--- config.mk ---
export PLATFORM = sky130hd
export DESIGN_NAME = ifetch_line_buffer
export DESIGN_NICKNAME = d
export VERILOG_FILES = /design/src/rtl/ifetch_line_buffer_pkg.sv /design/src/rtl/ifetch_line_buffer_line_register.sv /design/src/rtl/ifetch_line_buffer.sv
export SDC_FILE = /design/constraint.sdc
export NUM_CORES = 1
export LEC_CHECK = 0
export CORE_MARGIN = 5
export CORE_UTILIZATION = 40
export CTS_BUF_LIST = sky130_fd_sc_hd__clkbuf_8
export DETAILED_ROUTE_END_ITERATION = 8
export PLACE_DENSITY = 0.67
export SYNTH_ARGS = -nofsm -noshare
export SYNTH_HDL_FRONTEND = slang
export SYNTH_HIERARCHICAL = 1
export SYNTH_SLANG_ARGS = --single-unit
--- constraint.sdc ---
create_clock -name clk -period 4.1 [get_ports clk]
set_clock_uncertainty 0.15 [all_clocks]
set_input_delay 0.82 -clock clk [delete_from_list [all_inputs] [get_ports clk]]
set_output_delay 0.82 -clock clk [all_outputs]
set_load 0.005 [all_outputs]
--- src/rtl/ifetch_line_buffer_pkg.sv ---
// Shared types for the instruction-side line buffer: FSM states, line geometry
// and the word-select helper.
package ifetch_line_buffer_pkg;

  localparam int LINE_BITS   = 256;
  localparam int OFFSET_BITS = 5;
  localparam int TAG_BITS    = 27;
  localparam int WORD_BITS   = 32;

  typedef enum logic {
    S_IDLE  = 1'b0,
    S_FETCH = 1'b1
  } state_t;

  function automatic logic [WORD_BITS-1:0] line_word(
    input logic [LINE_BITS-1:0] line,
    input logic [2:0]           idx
  );
    return line[{idx, 5'd0} +: WORD_BITS];
  endfunction

endpackage

--- src/rtl/ifetch_line_buffer_line_register.sv ---
// Storage for the single cached line: data, tag and valid bit.
// clear has priority over load so a reset during a fill leaves the buffer empty.
module ifetch_line_buffer_line_register
  import ifetch_line_buffer_pkg::*;
(
  input  logic                 clk,
  input  logic                 clear,
  input  logic                 load,
  input  logic [LINE_BITS-1:0] line_in,
  input  logic [TAG_BITS-1:0]  tag_in,
  output logic [LINE_BITS-1:0] line,
  output logic [TAG_BITS-1:0]  tag,
  output logic                 valid
);

  always_ff @(posedge clk) begin
    if (clear) begin
      line  <= '0;
      tag   <= '0;
      valid <= 1'b0;
    end else if (load) begin
      line  <= line_in;
      tag   <= tag_in;
      valid <= 1'b1;
    end
  end

endmodule

--- src/rtl/ifetch_line_buffer.sv ---
// Single-line instruction buffer: zero-latency hits, line-aligned refill on miss.
// The refill address comes from the captured miss tag so it stays stable while the PC moves.
module ifetch_line_buffer
  import ifetch_line_buffer_pkg::*;
(
  input  logic                 clk,
  input  logic                 rst,
  input  logic [31:0]          imem_address_i,
  input  logic                 imem_read_i,
  output logic [31:0]          imem_rdata_o,
  output logic                 imem_resp_o,
  output logic [31:0]          pmem_address_o,
  output logic                 pmem_read_o,
  input  logic [LINE_BITS-1:0] pmem_rdata_i,
  input  logic                 pmem_resp_i
);

  state_t              state;
  logic [TAG_BITS-1:0] miss_tag;

  logic [LINE_BITS-1:0] line;
  logic [TAG_BITS-1:0]  line_tag;
  logic                 line_valid;

  logic [TAG_BITS-1:0] req_tag;
  logic [2:0]          req_word;
  logic                hit;
  logic                fill;
  logic                unused_byte_bits;

  assign req_tag          = imem_address_i[31:OFFSET_BITS];
  assign req_word         = imem_address_i[4:2];
  assign unused_byte_bits = ^imem_address_i[1:0];

  assign hit  = (state == S_IDLE) && imem_read_i && line_valid && (line_tag == req_tag);
  assign fill = (state == S_FETCH) && pmem_resp_i && !rst;

  ifetch_line_buffer_line_register u_line (
    .clk     (clk),
    .clear   (rst),
    .load    (fill),
    .line_in (pmem_rdata_i),
    .tag_in  (miss_tag),
    .line    (line),
    .tag     (line_tag),
    .valid   (line_valid)
  );

  always_ff @(posedge clk) begin
    if (rst) begin
      state    <= S_IDLE;
      miss_tag <= '0;
    end else begin
      case (state)
        S_IDLE: begin
          if (imem_read_i && !hit) begin
            miss_tag <= req_tag;
            state    <= S_FETCH;
          end
        end
        S_FETCH: begin
          // The fill is never abandoned, even if the fetch port moves away.
          if (pmem_resp_i) state <= S_IDLE;
        end
        default: state <= S_IDLE;
      endcase
    end
  end

  always_comb begin
    imem_resp_o    = hit;
    imem_rdata_o   = hit ? line_word(line, req_word) : 32'd0;
    pmem_read_o    = (state == S_FETCH);
    pmem_address_o = (state == S_FETCH) ? {miss_tag, {OFFSET_BITS{1'b0}}} : 32'd0;
  end

endmodule

==> results.ini <==
[drt]
vias = 10243
wl_per_cell_um = 18.2
drc_errors = 0
viasPerCell = 4.86
ant_nets = 0
routed_wl_mm = 38.4
drt-initial-drc-count = 470
drt_first_pass_iters = 4

[cts]
cts.sinks = 312
cts-buffers-inserted = 54
holdBufCountCts = 0
clock_tree.buffer_depth = 3
clk_pin_slew_worst_paths_ns = 0.06
cts_tree = built
h-tree-depth = 2
root_buffer = clkbuf_8
clk_latency_ns = 0.57

[cells_and_area]
layout.area.seq_um2 = 6250
multiInputGateArea_um2 = 6990
utilization_pct = 54.6
nFillCells = 3062
final_cells = 2107
layout-area-overhead-vs-synth_pct = 34.4
layout-drive-gt1-share_pct = 12.4
nets = 1898

[grt]
grt_usage_pct = 18.7
antenna_found_initial = 8
grt_max_degree = 191
overflow = 0
first_global_vias = 10484
grt_pass1_wl_mm = 58.5

[run_status]
status = completed

[synthesis]
syn_inst = 1265
ys_seq_area_share_pct = 44.5
yosysWarnings = 6
synth_simple_gate_area_share_pct = 12.7
syn_avg_cell_area_um2 = 11.1
synth_area_leaders = dfxtp_1 45%, mux2i_1 24%, mux4_2 10%
synth_fa_ha_area_share_pct = 0
syn_area_um2 = 14000
synth_cell_types = 25
netlist.area_leader.share_pct = 44.5
synth.largest_area_cell = dfxtp_1
synth_compound_area_share_pct = 0.152
synth_mux_area_share_pct = 34.7
ys_ff_latch = 312
synth_top_family_by_area = multiplexers
synth_xor_xnor_area_share_pct = 1.69

[place]
portBuffers = 350
hpwl_mm = 26.5
dp_cells = 1999
globalplace.congestion = 0.824
pre_cts_slack_ns = -0.388

[sta]
setup_viol = 0
slew_violations = 0
relSlewSlack_pct = 34.8
hold_viol_final = 0
maxClockFrequency_ghz = 0.250
worst_slew_pin_slew_ns = 0.978
setup_ws_ns = 0.0946
fin_crit_ns = 4.01
finalCritPeriodShare_pct = 97.7

[worst_setup_path]
worstPathMaxFanout = 10
crit_top_cell = buf_4
crit_family = buffers and inverters
crit_buf_inv = 5
startpoint_type = primary input
critical_path_required_ns = 3.13
slowest_stage = or3_4
crit_arrival_ns = 3.04
cp_cell_sequence = clkdlybuf4s50_1 -> xor2_1 -> nor4_2 -> nand4_1 -> or3_4 -> buf_4 -> buf_12 -> buf_4 -> nor2_4 -> clkdlybuf4s15_2
r2r-start = pmem_read_o$_SDFF_PP0_
end_kind = output port
cp_slowest_stage_delay_ns = 0.46
crit_type = in -> out
critPathLaunch = imem_address_i[31]

[power]
vdd_drop_max_mv = 0.202
power.density_nw_per_um2 = 357
p_leak_nw = 7.12

[worst_hold_path]
min_path_type = reg -> reg
min_from = u_line/valid$_SDFFE_PP0P_

[floorplan]
top_level_ports = 358
fp-row-count = 68
die_h_um = 197
initial_core_util_pct = 40.6
die_w_um = 197
dieArea_um2 = 38900
coreArea_um2 = 34500

[flow_run]
max_cap_violations = 0

cell usage in the layout (no fill, tap or decap), types with 2 or more instances in the layout:
master and instances:
mux2i_1 342, nor2_1 314, dfxtp_1 312, clkdlybuf4s50_1 295
clkbuf_8 69, mux4_2 64, nand2b_1 52, dlygate4sd2_1 30
and2_1 27, xor2_1 24, buf_4 21, inv_1 17
buf_12 15, dlymetal6s2s_1 13, clkinv_2 8, nor4_2 5
conb_1 5, diode_2 3, xnor2_1 3, or2b_1 3
clkinvlp_4 3, buf_2 3, clkbuf_2 3, inv_2 2
nand4_1 2, nand2_1 2, nor2_4 2, nor2_2 2
clkdlybuf4s15_2 2
final cells by class:
| type | count | share of cell area [%] |
|---|---|---|
| Timing Repair Buffer | 384 | 20.8 |
| Antenna cell | 3 | 0.0398 |
| Inverter | 2 | 0.0398 |
| Tap cell | 455 | 3.02 |
| Clock inverter | 30 | 0.876 |
| Sequential cell | 312 | 33.1 |
| Clock buffer | 69 | 5.04 |
| Multi-Input combinational cell | 852 | 37.1 |
sequential cells by signal (all words and copies together) (netlist names):
name	cells
u_line/line	256
miss_tag	27
u_line/tag	27
pmem_read_o	1
u_line/valid	1
worst register-to-register path, delay by kind of cell (launching register included):
kind,cells,cell delay [ns]
buffers and inverters,2,0.78
DFF,1,0.34
muxes,1,0.26
and+or+nand+nor,3,0.92
cell usage after synthesis:
cell	number
mux2i_1	342
nor2_1	318
dfxtp_1	312
mux4_2	64
nand2b_1	52
buf_2	30
and2_1	27
buf_8	26
xor2_1	24
clkbuf_1	21
buf_1	9
buf_4	7
nor4_1	6
buf_12	5
buf_6	5
or2b_1	3
xnor2_1	3
inv_2	2
nand2_1	2
nand4_1	2
a21oi_1	1
and3_1	1
conb_1	1
o311ai_2	1
or3_1	1
layer usage:
layer | GRT usage, % | up-vias | part of all wire (%)
li1 | - | 5010 | -
met1 | 24.4 | 4847 | 44
met2 | 30.1 | 304 | 45
met3 | 6.05 | 72 | 8.1
met4 | 5.03 | 10 | 2.4
met5 | 0 | - | 0.14
cell families after synthesis:
logic type | after synthesis
flip-flops | 312
other | 1
AND/OR/NAND/NOR | 412
buffers and inverters | 105
AO/OA/AOI/OAI | 2
multiplexers | 406
XOR/XNOR | 27
power by group:
part / total [mW] / leakage, nW / switching [mW] / internal (mW)
registers: 3.15 / 2.53 / 0.0423 / 3.11
clock network: 2.85 / 0.637 / 1.27 / 1.58
logic: 0.733 / 3.96 / 0.290 / 0.443
path summary, 6_finish.rpt:
check	endpoint	slack [ns]	depth (start not counted)
min reg2reg	u_line/valid$_SDFFE_PP0P_	0.33	2
max	imem_rdata_o[6]	0.09	10
min	u_line/valid$_SDFFE_PP0P_	0.33	2
max reg2reg	u_line/tag[22]$_SDFFE_PP0P_	1.50	6
stage by stage:
step           TNS [ns]  cell area, µm²  power (mW)  hold slack, ns
2_1_floorplan         0           14000        3.59           0.278
3_3_place_gp      -8.99           17700        3.95           0.297
3_5_place_dp     -10.79           17700        3.96           0.308
4_1_cts        -0.00305           18800        6.85           0.320
5_1_grt        -0.00397           18800        7.04           0.357
6_report              0           18800        6.74           0.326
timing repair:
action / in CTS / in global routing
pin swaps: 3 / 9
buffers inserted: 5 / 1
gates cloned: 0 / 0
setup endpoints to repair: 33 / 9
gates resized for setup: 57 / 21
Power figures use the tool's default switching activity.
